## config.mk

```make
export PLATFORM = sky130hd
export DESIGN_NAME = apb_ahb_bridge
export DESIGN_NICKNAME = d
export VERILOG_FILES = /design/src/rtl/apb_ahb_bridge.sv
export SDC_FILE = /design/constraint.sdc
export NUM_CORES = 1
export LEC_CHECK = 0
export CORE_UTILIZATION = 49
export CTS_BUF_LIST = sky130_fd_sc_hd__clkbuf_4 sky130_fd_sc_hd__clkbuf_8
export DETAILED_ROUTE_END_ITERATION = 16
export HOLD_SLACK_MARGIN = 0.1
export PLACE_DENSITY = 0.86
export SLEW_MARGIN = 5
export SYNTH_ARGS = -nofsm -noshare
export SYNTH_HDL_FRONTEND = slang
export SYNTH_SLANG_ARGS = --single-unit
export TNS_END_PERCENT = 100
```

## constraint.sdc

```tcl
create_clock -name HCLK -period 4.7 [get_ports HCLK]
set_input_delay 0.94 -clock HCLK [delete_from_list [all_inputs] [get_ports HCLK]]
set_output_delay 0.94 -clock HCLK [all_outputs]
set_load 0.1 [all_outputs]
```

## src/rtl/apb_ahb_bridge.sv

```systemverilog
// APB4 completer to AHB-Lite manager: each APB transfer becomes one AHB SINGLE transfer.
// Zero-wait latency setup->PREADY is 3 cycles; an illegal write strobe answers in 1 cycle.
module apb_ahb_bridge #(
  parameter int ADDR_WIDTH = 32,
  parameter int DATA_WIDTH = 32
) (
  input  logic                  HCLK,
  input  logic                  HRESETn,
  input  logic                  PSEL,
  input  logic                  PENABLE,
  input  logic [ADDR_WIDTH-1:0] PADDR,
  input  logic                  PWRITE,
  input  logic [DATA_WIDTH-1:0] PWDATA,
  input  logic [3:0]            PSTRB,
  input  logic [2:0]            PPROT,
  output logic                  PREADY,
  output logic [DATA_WIDTH-1:0] PRDATA,
  output logic                  PSLVERR,
  output logic [ADDR_WIDTH-1:0] HADDR,
  output logic [1:0]            HTRANS,
  output logic                  HWRITE,
  output logic [2:0]            HSIZE,
  output logic [2:0]            HBURST,
  output logic [3:0]            HPROT,
  output logic                  HMASTLOCK,
  output logic [DATA_WIDTH-1:0] HWDATA,
  input  logic                  HREADY,
  input  logic                  HRESP,
  input  logic [DATA_WIDTH-1:0] HRDATA
);

  typedef enum logic [1:0] {S_IDLE, S_ADDR, S_DATA, S_RESP} state_t;

  localparam logic [1:0] TRANS_IDLE   = 2'b00;
  localparam logic [1:0] TRANS_NONSEQ = 2'b10;
  localparam logic [2:0] SIZE_BYTE    = 3'b000;
  localparam logic [2:0] SIZE_HALF    = 3'b001;
  localparam logic [2:0] SIZE_WORD    = 3'b010;

  state_t                state;
  logic [DATA_WIDTH-1:0] wdata_q;
  logic                  strb_ok;
  logic [2:0]            strb_size;
  logic [1:0]            strb_off;

  // PPROT[1] (secure/non-secure) has no AHB-Lite counterpart
  wire unused_pprot = PPROT[1];

  assign HBURST    = 3'b000;
  assign HMASTLOCK = 1'b0;

  // Only naturally aligned byte, halfword and word lanes map onto one AHB beat.
  always_comb begin
    strb_ok   = 1'b1;
    strb_size = SIZE_WORD;
    strb_off  = 2'b00;
    case (PSTRB)
      4'b1111: begin strb_size = SIZE_WORD; strb_off = 2'b00; end
      4'b0011: begin strb_size = SIZE_HALF; strb_off = 2'b00; end
      4'b1100: begin strb_size = SIZE_HALF; strb_off = 2'b10; end
      4'b0001: begin strb_size = SIZE_BYTE; strb_off = 2'b00; end
      4'b0010: begin strb_size = SIZE_BYTE; strb_off = 2'b01; end
      4'b0100: begin strb_size = SIZE_BYTE; strb_off = 2'b10; end
      4'b1000: begin strb_size = SIZE_BYTE; strb_off = 2'b11; end
      default: strb_ok = 1'b0;
    endcase
  end

  always_ff @(posedge HCLK or negedge HRESETn) begin
    if (!HRESETn) begin
      state   <= S_IDLE;
      HTRANS  <= TRANS_IDLE;
      HADDR   <= '0;
      HWRITE  <= 1'b0;
      HSIZE   <= 3'b000;
      HPROT   <= 4'b0000;
      HWDATA  <= '0;
      wdata_q <= '0;
      PREADY  <= 1'b0;
      PSLVERR <= 1'b0;
      PRDATA  <= '0;
    end else begin
      case (state)
        S_IDLE: begin
          if (PSEL && !PENABLE) begin
            if (PWRITE && !strb_ok) begin
              state   <= S_RESP;
              PREADY  <= 1'b1;
              PSLVERR <= 1'b1;
              PRDATA  <= '0;
            end else begin
              state   <= S_ADDR;
              HTRANS  <= TRANS_NONSEQ;
              HADDR   <= {PADDR[ADDR_WIDTH-1:2], (PWRITE ? strb_off : 2'b00)};
              HWRITE  <= PWRITE;
              HSIZE   <= PWRITE ? strb_size : SIZE_WORD;
              HPROT   <= {2'b00, PPROT[0], ~PPROT[2]};
              wdata_q <= PWDATA;
            end
          end
        end
        S_ADDR: begin
          if (HREADY) begin
            state  <= S_DATA;
            HTRANS <= TRANS_IDLE;
            HWDATA <= wdata_q;
          end
        end
        S_DATA: begin
          // The first ERROR cycle arrives with HREADY low and is simply waited out.
          if (HREADY) begin
            state   <= S_RESP;
            PREADY  <= 1'b1;
            PSLVERR <= HRESP;
            PRDATA  <= (!HWRITE && !HRESP) ? HRDATA : '0;
          end
        end
        S_RESP: begin
          state   <= S_IDLE;
          PREADY  <= 1'b0;
          PSLVERR <= 1'b0;
          PRDATA  <= '0;
        end
        default: state <= S_IDLE;
      endcase
    end
  end

endmodule
```

Word-level counts from Yosys, hierarchy flattened. Index checks and enable logic that the tools add are counted.

Eq/ne operators: 15. Muxes and demuxes: 25. Bitwise operators: 2. Reduce and logical (&&, ||, !) cells: 19.

Operators by type and width (count): $mux W32 (4); $pmux W32 S3 (1); $mux W2 (8); $eq A4 B4 Y1 const B (3); $ne A2 B2 Y1 const B (5); $eq A4 B2 Y1 const B (2); $pmux W2 S2 (2); $pmux W2 S4 (1); $reduce_and A4 Y1 (2); $reduce_or A7 Y1 (1); $pmux W1 S3 (2); $pmux W2 S3 (1); $reduce_and A3 Y1 (2); $mux W1 (5); $eq A2 B2 Y1 const B (2); $eq A4 B1 Y1 const B (1); $eq A4 B3 Y1 const B (1); $logic_not A1 Y1 (4); $reduce_or A2 Y1 (2); $reduce_or A4 Y1 (1); $logic_and A1 B1 Y1 (3); $mux W3 (1); $reduce_bool A3 Y1 (1); $eq A2 B1 Y1 const B (1); other kinds (4) (5).

Register bits after elaboration: 140. Input port bits: 110. Output and inout port bits: 112. Logic and storage cells: 72.

Longest topological paths before layout. Gate-level depths: netlist of run 1.

Depth in word-level cells: 8. Depth in mapped cells: 8. Gate-level depth less buffers: 6.

Worst setup path after synthesis of run 1. Ideal clock, no wire load.

Path type: input to register. Start: input port PSTRB[0]. End: register PREADY. Setup time: 126 ps. Arrival time: 2131 ps. Data required time: 4574 ps. Path slack: 2443 ps. Stages: 5. Path buffers: 0. Cells stage by stage: or2_2 o211ai_2 o31ai_4 o311ai_4 mux2_2.

Word-level cells in the longest chain between the ends: 7. Elaborated cells between the ends (all ways): 13. Classes of those cells: eq/ne (8); mux (1); reduce/logical (4).

Ends and longest elaborated chain: from (decl) (line 14) `input logic [3:0] PSTRB,`; $eq A4 B4 Y1 (tied with other cells) (line 57) `case (PSTRB)`; $reduce_or A7 Y1 (no line) *; $mux W1 * (line 57); $logic_not A1 Y1 * (line 86) `if (PWRITE && !strb_ok) begin`; $logic_and A1 B1 Y1 * (line 86); $ne A2 B2 Y1 (no line) *; $reduce_and A4 Y1 (no line) *; to (signal assigned) (line 79) `PREADY <= 1'b0;`; to (signal assigned) (line 88) `PREADY <= 1'b1;`; to (signal assigned) (line 113) `PREADY <= 1'b1;`; to (decl) (line 16) `output logic PREADY,`.

Every way passes the cells marked *; elsewhere a longest branch is shown, timed or not. A chain may end at the register's enable or synchronous reset.

Worst setup path in the final report of run 1.
Start: input port PSTRB[3]. End: register HADDR[11].

Word-level cells in the longest chain between the ends: 7. Elaborated cells between the ends (all ways): 13. Classes of those cells: eq/ne (7); mux (1); bitwise (1); reduce/logical (4).

Ends and longest elaborated chain: $eq A4 B4 Y1 (tied with other cells) (line 57); $reduce_or A7 Y1 (no line) *; $mux W1 * (line 57); $logic_not A1 Y1 * (line 86); $logic_and A1 B1 Y1 * (line 86); $not A1 Y1 (no line) *; $reduce_and A3 Y1 (no line) *; to (signal assigned) (line 94) `HADDR <= {PADDR[ADDR_WIDTH-1:2], (PWRITE ? strb_off : 2'b00)};`; to (decl) (line 19) `output logic [ADDR_WIDTH-1:0] HADDR,`.

Marks and branches as above.

==> key figures, run 1 <==
STA
  • PnR worst setup slack: between 1500 and 2000 ps
  • Min cycle time layout: 3024 ps
  • # setup viols final: 0
  • Unrepaired setup endpoints after global routing: no
  • Max Freq: 0.3307 GHz
  • Setup_tns: 0 ps
  • Max Slew Vio Count: 0
  • Skew final: 14.39 ps
  • Worst slew pin tran: 1043 ps
  • Worst-case headroom to the max-slew limit: 0.3028
  • Hold Vio Cnt, Final: 0
  • Final Cycle Share: 0.6434

Worst setup path
  • Worst path buffer plus inverter count: 2
  • Worst stage delay on the critical path: 820 ps
  • Most Frequent Cell on Critical Path: nand2_1
  • Crit start category: primary input
  • Max stage delay cell, worst path: o21a_2
  • Data required, critical path: ~5100 ps
  • Worst endpoint data arrival time: 3380 ps
  • Length in cells of the worst reg-to-reg path: 7
  • CP max FO: 43
  • Critical path class: in2reg
  • Crit path max-delay family: compound AO/OA/AOI/OAI gates
  • Critical Path Stages: 7
  • Kind of end point of the critical path: flip-flop
  • Critical-path cell list: clkdlybuf4s50_1 > nand2_1 > o2bb2ai_1 > o21a_2 > buf_4 > nand2_1 > nand2_1

Clock tree
  • Post-CTS sizing: 0
  • Clock sink count: 138
  • Cts hold-fix bufs: 0
  • Reg clk slew, reported paths: 70 ps
  • Clk buf depth: 2
  • Total setup buffers inserted after CTS: 0
  • Num CTS Buffers: 17
  • CTS tree: built
  • Clk Latency, worst-skew pair: 430 ps
  • Root buffer cell: clkbuf_8
  • H-tree levels: 4

Synth
  • Part of the Yosys area used for sequential elements: 0.6085
  • Synthesized instance count: approximately 550
  • Distinct cells, synth: 40
  • Yosys top cell area share: 0.6085
  • Cell Area, Synth: ~5700 um^2
  • EDFF count, synth: 0
  • Yosys reg bits: roughly 140
  • FFs w/ async S/R, synth: 1.000
  • Area leader, netlist: dfrtp_1
  • Avg Inst Size Synth: 10.36 um^2
  • Top FF cell, synth: dfrtp_1
  • Top cells by area, synth: dfrtp_1 61%, nand2_1 15%, mux2_2 6.5%
  • Synthesis warning total: 0

Route
  • Wirelength per Cell: about 15 um
  • Drc violations: 0
  • Drt via density: 4.844
  • Initial DRC count: between 200 and 300
  • Final WL: 13800 um
  • Remaining antenna violation count: 0
  • DR pass1 iterations: 4
  • Via count: 4423

Cells and area
  • P&R area growth vs syn: 45.90%
  • Final core utilization: 0.7475
  • Multi-input logic area: between 1500 and 2000 um^2
  • Register area: about 3500 um^2
  • Final nets: around 880
  • ANT cells: 0
  • Fill count: 755
  • Share of layout cells above drive strength 1: 0.1048
  • Commonest non-fill, non-tap cell in the layout: nand2_1
  • Most frequent cells in the layout: 230 x nand2_1, 209 x clkdlybuf4s50_1, 138 x dfrtp_1

Global routing
  • Initial antenna violation count: 0
  • Total grt overflow: 0
  • First-pass GRT wire length: 21510 um
  • Number of global-route vias before repair: 4555
  • Pin count of the biggest net entering global routing: ~100
  • GRT Resource Usage Total: 0.2368

Placement
  • Gpl congestion: 0.7390
  • Place WS: about 1200 ps
  • Port buffer count: 210
  • Dpl hpwl: between 9000 and 10000 um

Outcome
  • Status: completed

Floorplanning
  • Die Ht: about 110 um
  • Full die area: between 10000 and 15000 um^2
  • Chip width: 109.6 um
  • IO Pins: 222
  • Std-Cell Rows: 38
  • Initial core utilization: 0.5123
  • Core ar.: about 11000 um^2

Worst hold path
  • Hold path depth: 2
  • Hold WC Path Type: reg2reg

Run
  • Total of max-cap violations: 0
## metrics by stage
stage / cell area, um^2 / hold slack, ps / instances
2_1_floorplan: 5702 / 441.7 / 555
3_3_place_gp: 7880 / 453.0 / 882
3_5_place_dp: 7880 / 458.8 / 882
4_1_cts: 8280 / 477.4 / 913
5_1_grt: 8280 / 498.1 / 913
6_report: 8280 / 476.3 / 913
## logic make-up (layout without fill, tap and decap cells)
group | Yosys count | count (layout) | share of synthesized area
compound gates | 20 | 20 | 0.03043
xor+xnor | 2 | 2 | 0.003087
fa+ha+maj | 4 | 4 | 0.008819
buf+inv | 68 | 286 | 0.05577
flops | 138 | 138 | 0.6085
mux | 65 | 65 | 0.1219
other cells | 1 | 8 | 0.0006607
simple gates | 250 | 250 | 0.1709
## worst register-to-register path, stage by stage (launching register included)
cell and delay [ps]:
dfrtp_1 420, inv_1 100, ha_1 370, and2_1 280
o21a_2 750, buf_4 350, nand2_1 90, nand2_1 70
## per-layer routing
| metal | vias to the layer above | track usage | share of wire |
|---|---|---|---|
| li1 | 2126 | - | - |
| met1 | 2099 | 0.2676 | 0.40 |
| met2 | 172 | 0.4146 | 0.50 |
| met3 | 26 | 0.07765 | 0.085 |
| met4 | 0 | 0.09143 | 0.019 |
| met5 | - | 0 | 0 |
## cells in the mapped netlist (all sizes together) (2+ instances only)
| master | instances |
|---|---|
| nand2b | 2 |
| buf | 18 |
| ha | 4 |
| dfrtp | 138 |
| inv | 37 |
| mux2 | 33 |
| mux2i | 32 |
| nor2 | 10 |
| o21ai | 7 |
| nand2 | 230 |
| clkbuf | 13 |
## area by class of cell
cell class / count / area share
sequential: 138 / 0.4170
timing repair buffer: 218 / 0.2613
multi-input combinational: 349 / 0.2354
clock buffer: 21 / 0.03415
tap: 140 / 0.02115
inverter: 37 / 0.01677
clock inverter: 10 / 0.01420
## flip-flops by register name, summed over array words and instances (netlist names)
register and flops:
HADDR 32, HWDATA 32, PRDATA 32, wdata_q 32, HPROT 2, HSIZE 2, state 2, HTRANS 1
HWRITE 1, PREADY 1, PSLVERR 1
## path summary, 6_finish.rpt
kind	endpoint	startpoint	slack, ps
max	HADDR[11]$_DFFE_PN0P_	PSTRB[3]	1680
min	HSIZE[0]$_DFFE_PN0P_	HSIZE[0]$_DFFE_PN0P_	480
max reg2reg	HADDR[11]$_DFFE_PN0P_	state[0]$_DFFE_PN0P_	2220
min reg2reg	HSIZE[0]$_DFFE_PN0P_	HSIZE[0]$_DFFE_PN0P_	480
max in group asynchronous	wdata_q[31]$_DFFE_PN0P_	HRESETn	3050
min in group asynchronous	wdata_q[29]$_DFFE_PN0P_	HRESETn	630
Power of run 1 is left out: the tool's default activity adds up to more than one toggle a clock period on the data nets, which glitch-free logic cannot reach.
==> run 2, diff against run 1 <==
Settings changed: CORE_UTILIZATION 49 to 45, PLACE_DENSITY 0.86 to 0.79.
Clock period 4.7 ns to 3.04 ns, I/O delays scaled along.
==> key figures, run 2 (synthesized netlist as in run 1, its figures left out) <==
Cells and area
  • Commonest non-fill, non-tap cell in the layout: nand2_1
  • ANT cells: 0
  • Final nets: 876
  • Share of layout cells above drive strength 1: 0.2403
  • Fill count: 986
  • Most frequent cells in the layout: 230 x nand2_1, 138 x dfrtp_1, 110 x buf_4
  • P&R area growth vs syn: 42.33%

Route
  • Drt via density: roughly 4.7
  • Final WL: 13470 um
  • DR pass1 iterations: 4
  • Remaining antenna violation count: 0
  • Drc violations: 0
  • Via count: 4430
  • Wirelength per Cell: 14.30 um
  • Initial DRC count: 192

Clock tree
  • Total setup buffers inserted after CTS: 0
  • Reg clk slew, reported paths: 70 ps
  • Root buffer cell: clkbuf_8
  • Clk Latency, worst-skew pair: ~430 ps
  • CTS tree: built
  • Clock sink count: 138
  • Num CTS Buffers: 17
  • Clk buf depth: 2
  • H-tree levels: 4
  • Post-CTS sizing: 0
  • Cts hold-fix bufs: 0

STA
  • Unrepaired setup endpoints after global routing: no
  • Skew final: 4.035 ps
  • Worst slew pin tran: between 900 and 1000 ps
  • Max Slew Vio Count: 0
  • Hold Vio Cnt, Final: 0
  • # setup viols final: 0
  • Max Freq: 0.4307 GHz
  • Min cycle time layout: 2322 ps
  • Worst-case headroom to the max-slew limit: 0.3889
  • Setup_tns: 0 ps
  • Final Cycle Share: 0.7637

Global routing
  • First-pass GRT wire length: 22210 um
  • Total grt overflow: 0
  • Initial antenna violation count: 0
  • Number of global-route vias before repair: 4641
  • Pin count of the biggest net entering global routing: 67
  • GRT Resource Usage Total: 0.2200

Floorplanning
  • Core ar.: 12160 um^2
  • IO Pins: 222
  • Std-Cell Rows: 40
  • Die Ht: 114.3 um
  • Chip width: 114.3 um
  • Full die area: about 13000 um^2
  • Initial core utilization: 0.4667

Placement
  • Port buffer count: 210
  • Dpl hpwl: approximately 9600 um
  • Gpl congestion: 0.7546

Worst hold path
  • Hold WC Path Type: in2async

Worst setup path
  • Crit start category: primary input
  • Data required, critical path: 3390 ps
  • Worst endpoint data arrival time: 2670 ps
  • Kind of end point of the critical path: flip-flop
  • Critical path class: in2reg
  • CP max FO: 21

Outcome
  • Status: completed

Run
  • Total of max-cap violations: 0
==> run 2: per-stage QoR <==
stage	cell area, um^2	util	instances	setup WS, ps	hold slack (ps)
final	8078	0.6642	942	718.4	161.8
after global placement	7700	0.6331	911	350.6	453.5
after CTS	8078	0.6642	942	729.1	158.9
after global routing	8078	0.6642	942	591.3	201.2
after detailed placement	7700	0.6331	911	252.2	462.5
after floorplan	5702	-	555	1115	312.4
==> run 2: routing by layer <==
layer  track usage  wire length [um]  vias up
met5             0                 0        -
met2        0.3685              6682      164
li1              -                 -     2121
met3       0.05876               879       28
met4        0.1082               388        0
met1        0.2633              5518     2117
==> run 2: worst max-delay path, stage by stage <==
cell and delay (ps):
clkdlybuf4s50_1 480, or2_2 380, o211ai_2 310, o31ai_4 130, o311ai_4 250, buf_12 280, mux2i_1 230
==> run 2: final cells by class <==
type | count | area (um^2) | area share
clock inverters | 2 | 35.03 | 0.004337
well taps | 168 | 210.2 | 0.02602
inverters | 37 | 138.9 | 0.01719
clock buffers | 29 | 342.8 | 0.04244
flip-flops and latches | 138 | 3453 | 0.4275
repair buffers | 219 | 1948 | 0.2412
multi-input cells | 349 | 1949 | 0.2413
==> run 2: path summary, 6_finish.rpt <==
path / startpoint / endpoint / slack [ps] / cells past startpoint
min in group HCLK: wdata_q[23]$_DFFE_PN0P_ / wdata_q[23]$_DFFE_PN0P_ / 470 / 2
hold / removal: HRESETn / wdata_q[29]$_DFFE_PN0P_ / 160 / 1
setup reg to reg: state[0]$_DFFE_PN0P_ / PRDATA[23]$_DFFE_PN0P_ / 850 / 5
hold reg to reg: wdata_q[23]$_DFFE_PN0P_ / wdata_q[23]$_DFFE_PN0P_ / 470 / 2
setup / recovery: PSTRB[0] / PRDATA[23]$_DFFE_PN0P_ / 720 / 7
max in group asynchronous: HRESETn / wdata_q[21]$_DFFE_PN0P_ / 2100 / 2
Power of run 2 is left out for the same reason.
